--- config.mk ---
export PLATFORM = sky130hd
export DESIGN_NAME = tt_sweep_ctrl_flat
export DESIGN_NICKNAME = d
export VERILOG_FILES = /design/src/rtl/tt_sweep_pkg.sv /design/src/rtl/tt_sweep_ctrl_if.sv /design/src/rtl/tt_settle_timer.sv /design/src/rtl/tt_sweep_ctrl.sv /design/src/flat_wrapper.sv
export SDC_FILE = /design/constraint.sdc
export NUM_CORES = 1
export LEC_CHECK = 0
export BUFFER_PORTS_ARGS = -buffer_cell sky130_fd_sc_hd__buf_2
export CAP_MARGIN = 15
export CELL_PAD_IN_SITES_DETAIL_PLACEMENT = 2
export CELL_PAD_IN_SITES_GLOBAL_PLACEMENT = 2
export CORE_ASPECT_RATIO = 2
export CORE_MARGIN = 2
export CORE_UTILIZATION = 30
export DETAILED_ROUTE_END_ITERATION = 10
export GPL_ROUTABILITY_DRIVEN = 0
export HOLD_SLACK_MARGIN = 0.12
export PLACE_DENSITY_LB_ADDON = 0.2
export SYNTH_ARGS = -nofsm -noshare
export SYNTH_HDL_FRONTEND = slang
export SYNTH_SLANG_ARGS = --single-unit
--- constraint.sdc ---
create_clock -name clk -period 2.7 [get_ports clk]
set_clock_uncertainty 0.05 [all_clocks]
set_input_delay 0.135 -clock clk [delete_from_list [all_inputs] [get_ports clk]]
set_output_delay 0.135 -clock clk [all_outputs]
set_load 0.005 [all_outputs]
--- src/rtl/tt_sweep_pkg.sv ---
// Shared types and sizing helpers for the truth-table sweep controller.
package tt_sweep_pkg;

  typedef enum logic [1:0] {IDLE, SETTLE, SAMPLE, DONE} state_t;

  localparam int SETTLE_W = 8;

  function automatic int tt_width(input int n);
    return 1 << n;
  endfunction

endpackage

--- src/rtl/tt_sweep_ctrl_if.sv ---
// Host/gate-side bundle of the sweep controller; slave is the controller, master is the host plus gate.
interface tt_sweep_ctrl_if import tt_sweep_pkg::*; #(
  parameter int N_IN = 4
) ();
  localparam int TT_W = tt_width(N_IN);

  logic            start;
  logic            abort;
  logic [TT_W-1:0] expected;
  logic [N_IN-1:0] dut_in;
  logic            dut_out;
  logic            busy;
  logic            done;
  logic            pass;
  logic [TT_W-1:0] tt_result;
  logic            mismatch;
  logic [N_IN-1:0] first_fail;

  modport master (
    output start, abort, expected, dut_out,
    input  dut_in, busy, done, pass, tt_result, mismatch, first_fail
  );

  modport slave (
    input  start, abort, expected, dut_out,
    output dut_in, busy, done, pass, tt_result, mismatch, first_fail
  );

endinterface

--- src/rtl/tt_settle_timer.sv ---
// Loadable down-counter that measures how long each vector settles before sampling.
module tt_settle_timer import tt_sweep_pkg::*; (
  input  logic                clk,
  input  logic                rst,
  input  logic                load,
  input  logic [SETTLE_W-1:0] load_val,
  input  logic                dec,
  output logic                zero
);

  logic [SETTLE_W-1:0] cnt;

  always_ff @(posedge clk or posedge rst) begin
    if (rst) begin
      cnt <= '0;
    end else if (load) begin
      cnt <= load_val;
    end else if (dec && cnt != '0) begin
      cnt <= cnt - 1'b1;
    end
  end

  assign zero = (cnt == '0);

endmodule

--- src/rtl/tt_sweep_ctrl.sv ---
// Sweeps every input vector of a combinational gate, builds its truth table and compares it to an expected one.
//   state  | meaning
//   IDLE   | waiting for start; results of the last sweep held
//   SETTLE | current vector driven, waiting for the timer to expire
//   SAMPLE | capture gate output, advance to the next vector or finish
//   DONE   | one-cycle done pulse with pass verdict
module tt_sweep_ctrl import tt_sweep_pkg::*; #(
  parameter int N_IN          = 4,
  parameter int SETTLE_CYCLES = 2
) (
  input logic            clk,
  input logic            rst,
  tt_sweep_ctrl_if.slave bus
);

  localparam int              TT_W   = tt_width(N_IN);
  localparam logic [N_IN-1:0] K_LAST = '1;

  state_t          state;
  logic [N_IN-1:0] k;
  logic [TT_W-1:0] exp_q;
  logic [TT_W-1:0] tt_q;
  logic [TT_W-1:0] tt_next;
  logic [N_IN-1:0] ff_q;
  logic            busy_q;
  logic            done_q;
  logic            pass_q;
  logic            mism_q;
  logic            exp_bit;
  logic            tmr_load;
  logic            tmr_zero;

  assign tt_next  = {tt_q[TT_W-2:0], bus.dut_out};
  // Vector k lives at bit TT_W-1-k, which is simply ~k for an N_IN-bit index.
  assign exp_bit  = exp_q[~k];
  assign tmr_load = (state == IDLE && bus.start) ||
                    (state == SAMPLE && !bus.abort && k != K_LAST);

  tt_settle_timer u_timer (
    .clk      (clk),
    .rst      (rst),
    .load     (tmr_load),
    .load_val (SETTLE_W'(SETTLE_CYCLES)),
    .dec      (state == SETTLE),
    .zero     (tmr_zero)
  );

  always_ff @(posedge clk or posedge rst) begin
    if (rst) begin
      state  <= IDLE;
      k      <= '0;
      exp_q  <= '0;
      tt_q   <= '0;
      ff_q   <= '0;
      busy_q <= 1'b0;
      done_q <= 1'b0;
      pass_q <= 1'b0;
      mism_q <= 1'b0;
    end else begin
      done_q <= 1'b0;
      case (state)
        IDLE: begin
          if (bus.start) begin
            exp_q  <= bus.expected;
            tt_q   <= '0;
            ff_q   <= '0;
            mism_q <= 1'b0;
            pass_q <= 1'b0;
            busy_q <= 1'b1;
            k      <= '0;
            state  <= SETTLE;
          end
        end
        SETTLE, SAMPLE: begin
          // Abort keeps the partial table and mismatch info for inspection.
          if (bus.abort) begin
            busy_q <= 1'b0;
            pass_q <= 1'b0;
            k      <= '0;
            state  <= IDLE;
          end else if (state == SETTLE) begin
            if (tmr_zero) state <= SAMPLE;
          end else begin
            tt_q <= tt_next;
            if (bus.dut_out != exp_bit && !mism_q) begin
              mism_q <= 1'b1;
              ff_q   <= k;
            end
            if (k == K_LAST) begin
              done_q <= 1'b1;
              busy_q <= 1'b0;
              pass_q <= (tt_next == exp_q);
              state  <= DONE;
            end else begin
              k     <= k + 1'b1;
              state <= SETTLE;
            end
          end
        end
        DONE: state <= IDLE;
        default: state <= IDLE;
      endcase
    end
  end

  assign bus.dut_in     = k;
  assign bus.busy       = busy_q;
  assign bus.done       = done_q;
  assign bus.pass       = pass_q;
  assign bus.tt_result  = tt_q;
  assign bus.mismatch   = mism_q;
  assign bus.first_fail = ff_q;

endmodule

--- src/flat_wrapper.sv ---
// flat-port wrapper written by rule: the top's interface ports become plain ports
module tt_sweep_ctrl_flat import tt_sweep_pkg::*;
#(
  parameter int N_IN          = 4,
  parameter int SETTLE_CYCLES = 2
)
  (clk, rst, bus_start, bus_abort, bus_expected, bus_dut_out, bus_dut_in, bus_busy, bus_done, bus_pass, bus_tt_result, bus_mismatch, bus_first_fail);
  tt_sweep_ctrl_if #(.N_IN(N_IN)) bus_i ();
  input logic clk;
  input logic rst;
  input wire logic [$bits(bus_i.start)-1:0] bus_start;
  input wire logic [$bits(bus_i.abort)-1:0] bus_abort;
  input wire logic [$bits(bus_i.expected)-1:0] bus_expected;
  input wire logic [$bits(bus_i.dut_out)-1:0] bus_dut_out;
  output wire logic [$bits(bus_i.dut_in)-1:0] bus_dut_in;
  output wire logic [$bits(bus_i.busy)-1:0] bus_busy;
  output wire logic [$bits(bus_i.done)-1:0] bus_done;
  output wire logic [$bits(bus_i.pass)-1:0] bus_pass;
  output wire logic [$bits(bus_i.tt_result)-1:0] bus_tt_result;
  output wire logic [$bits(bus_i.mismatch)-1:0] bus_mismatch;
  output wire logic [$bits(bus_i.first_fail)-1:0] bus_first_fail;
  assign bus_i.start = bus_start;
  assign bus_i.abort = bus_abort;
  assign bus_i.expected = bus_expected;
  assign bus_i.dut_out = bus_dut_out;
  assign bus_dut_in = bus_i.dut_in;
  assign bus_busy = bus_i.busy;
  assign bus_done = bus_i.done;
  assign bus_pass = bus_i.pass;
  assign bus_tt_result = bus_i.tt_result;
  assign bus_mismatch = bus_i.mismatch;
  assign bus_first_fail = bus_i.first_fail;
  tt_sweep_ctrl #(.N_IN(N_IN), .SETTLE_CYCLES(SETTLE_CYCLES)) u_core (.clk(clk), .rst(rst), .bus(bus_i));
endmodule
==> flow_summary.yaml <==
outcome:
  run_status: "finished, final reports clean"
global_routing:
  antenna_found_initial: 0
  grtUsageMet1_pct: 18.7
  grt_pass1_vias: 2569
  grt_start_max_net_pins: 33
  gr-usage-met2_pct: 36.8
  use_met3_pct: 2.23
  grt_pass1_wl_microns: 14100
  grt_busiest_layer: "met2"
  gr-total-overflow: 0
  grt_use_total_pct: 18.3
finish:
  antennaDiodeCount: 0
  area_growth_pct: 25.4
  fin_nets: 370
  final_cell_mix: "54 x dfrtp_1, 48 x nand2_1, 48 x buf_2, 28 x o21ai_0, 17 x dlygate4sd3_1"
  utilization_pct: 38.8
  seqCellArea_sq_um: 1350
  mostFrequentLayoutCell: "dfrtp_1"
  multiInputGateArea_sq_um: 1350
  drive_gt1_share_pct: 24.9
  fillCellCount: 995
synth:
  avgSynthCellArea_sq_um: 10.2
  ys.flop_type: "dfrtp_1"
  synth_nets: 302
  synth_edf_count: 0
  netlist_area_sq_um: 2790
  synthArstFlopShare_pct: 100
  yosysWarnings: 0
  postSynthRegisterBits: 54
  synth_largest_area_cell: "dfrtp_1"
  syn_inst: 273
  synthTopCellsByArea: "dfrtp_1 48%, mux2_2 6.5%, nand2_1 6.5%"
  synth_cell_types: 30
  seq_area_frac_synth_pct: 48.5
  synth_top_area_share_pct: 48.5
setup_path:
  crit_start: "u_core.bus.dut_in[0]$_DFFE_PP0P_"
  path_max_fanout: 14
  crit_buf_inv: 0
  worstPathRequired_ns: 2.87
  path_class: "flop to flop"
  cp_slowest_cell: "dfrtp_1"
  cpMostUsedCell: "mux2i_1"
  critPathTopFamily: "multiplexers"
  cp-end-kind: "flop"
  start_kind: "flop"
  arrival_ns: 2.68
  cpPeakStageDelay_ns: 0.82
  crit_chain: "mux2i_1 -> mux4_2 -> xnor2_1 -> a22oi_2 -> mux2i_1"
  r2r_start: "u_core.bus.dut_in[0]$_DFFE_PP0P_"
sta:
  hold_viol: 0
  tightestPinTransition_ns: 0.732
  maxSlewHeadroom_pct: 51.2
  slew_viol_final: 0
  fin_setup_tns_ns: 0
  rsz0062_at_grt: "false"
  timing.final.ws_setup_ns: 0.191
  min_period_ns: 2.51
  setup_viol: 0
  fin_crit_sh_pct: 92.9
  max_freq_mhz: 399
cts:
  htreeDepth: 2
  cts.reportedPaths.clkPinSlew_ns: 0.07
  root_buffer: "clkbuf_16"
  cts_setup_buffers: 0
  cts_resized: 0
  cts_made_buffers: 5
  cts.sinks: 54
  insertion_delay_ns: 0.30
  cts_tree: "done"
  clock_path_buffers: 2
pwr:
  leakage_nw: 1.64
  powerDensity_nw_per_um2: 1160
  ir_drop_mv: 0.394
worst_hold_path:
  holdCritStartpoint: "bus_dut_out"
  hold_class: "input port to flop"
floorplan:
  core_sq_um: 9010
  initial_core_util_pct: 30.9
  die_w_microns: 72.1
  fp-row-count: 49
  ios: 49
  die_area_sq_um: 10100
  die_h_microns: 140
route:
  detail-route-antenna-nets: 0
  vias: 2277
  wl_microns: 8390
  drt-initial-drc-count: 59
  via_per_inst: 5.13
  drt_pass1_iterations: 4
  wl_per_cell_microns: 18.9
  drc: 0
place:
  numPortBuffers: 48
  hpwl_microns: 6330
  pre_cts_ws_ns: 0.185
job:
  cap_viol_max_count: 0
==> power breakdown <==
group          switching [mW]  total [mW]  internal [mW]
Combinational            1.09        1.90          0.814
Sequential              0.328        1.40           1.07
Clock                   0.304       0.739          0.435
Total                    1.72        4.04           2.32
==> metrics by stage <==
stage | hold slack (ns) | instance area (sq um) | instances | total power [mW]
after floorplan | 0.236 | 2790 | 273 | 2.64
after global placement | 0.00436 | 3160 | 419 | 3.26
after detailed placement | 0.0185 | 3160 | 419 | 3.34
after CTS | 0.144 | 3490 | 444 | 4.13
after global routing | 0.180 | 3490 | 444 | 4.38
final | 0.148 | 3490 | 444 | 4.04
==> path summary, 6_finish.rpt <==
check | end | depth (start not counted) | slack, ns
setup / recovery | u_core.bus.first_fail[0]$_DFFE_PP0P_ | 5 | 0.19
hold / removal | u_core.bus.tt_result[0]$_DFFE_PP0P_ | 3 | 0.15
setup reg to reg | u_core.bus.first_fail[0]$_DFFE_PP0P_ | 5 | 0.19
hold reg to reg | u_core.bus.tt_result[15]$_DFFE_PP0P_ | 2 | 0.48
max in group asynchronous | u_core.exp_q[10]$_DFFE_PP0P_ | 4 | 1.69
min in group asynchronous | u_core.exp_q[15]$_DFFE_PP0P_ | 3 | 0.27
==> final cells by class <==
| class | count | area share [%] |
|---|---|---|
| Sequential cell | 54 | 38.7 |
| Multi-Input combinational cell | 199 | 38.6 |
| Timing Repair Buffer | 73 | 13.5 |
| Tap cell | 102 | 3.65 |
| Clock buffer | 5 | 3.58 |
| Clock inverter | 3 | 1.15 |
| Inverter | 8 | 0.860 |
==> cells by family after synthesis <==
logic type | Yosys count | synth area share (%)
mux | 32 | 13.1
buf+inv | 20 | 3.10
simple gates | 88 | 14.1
xor+xnor | 27 | 8.49
flops | 54 | 48.5
fa+ha+maj | 8 | 3.59
compound gates | 44 | 9.12
==> cells in the mapped netlist (4+ instances only) <==
library cell,n
dfrtp_1,54
nor3_1,4
nand2_1,48
mux2i_1,14
o21ai_0,28
xnor2_1,13
nor4_1,7
a21oi_1,6
clkbuf_1,8
ha_1,8
a22oi_1,4
xor2_1,14
nor2_1,13
mux2_2,16
inv_1,8
==> flip-flops by register name, summed over array words and instances, names as in the netlist <==
| register | count |
|---|---|
| u_core.u_timer.cnt | 8 |
| u_core.bus.first_fail | 4 |
| u_core.bus.dut_in | 4 |
| u_core.state | 2 |
| u_core.bus.tt_result | 16 |
| u_core.exp_q | 16 |
| u_core.bus.pass | 1 |
| u_core.bus.done | 1 |
| u_core.bus.busy | 1 |
| u_core.bus.mismatch | 1 |
==> layer usage <==
layer  vias up  routed length (microns)
met2        25                     5210
met4         0                      107
li1       1066                        -
met5         -                        0
met1      1181                     2920
met3         5                      156
==> tightest hold or removal path: cells and delay by family <==
kind	cells	cell delay [ns]
buffers and inverters	1	0.15
AND/OR/NAND/NOR	1	0.09
AO/OA/AOI/OAI	1	0.07
==> what timing repair did <==
action | 4_1_cts | 5_1_grt
endpoints found under the setup margin | 0 | 0
hold buffers | 17 | 0
endpoints found under the hold margin | 70 | 0
Power figures use the tool's default switching activity.
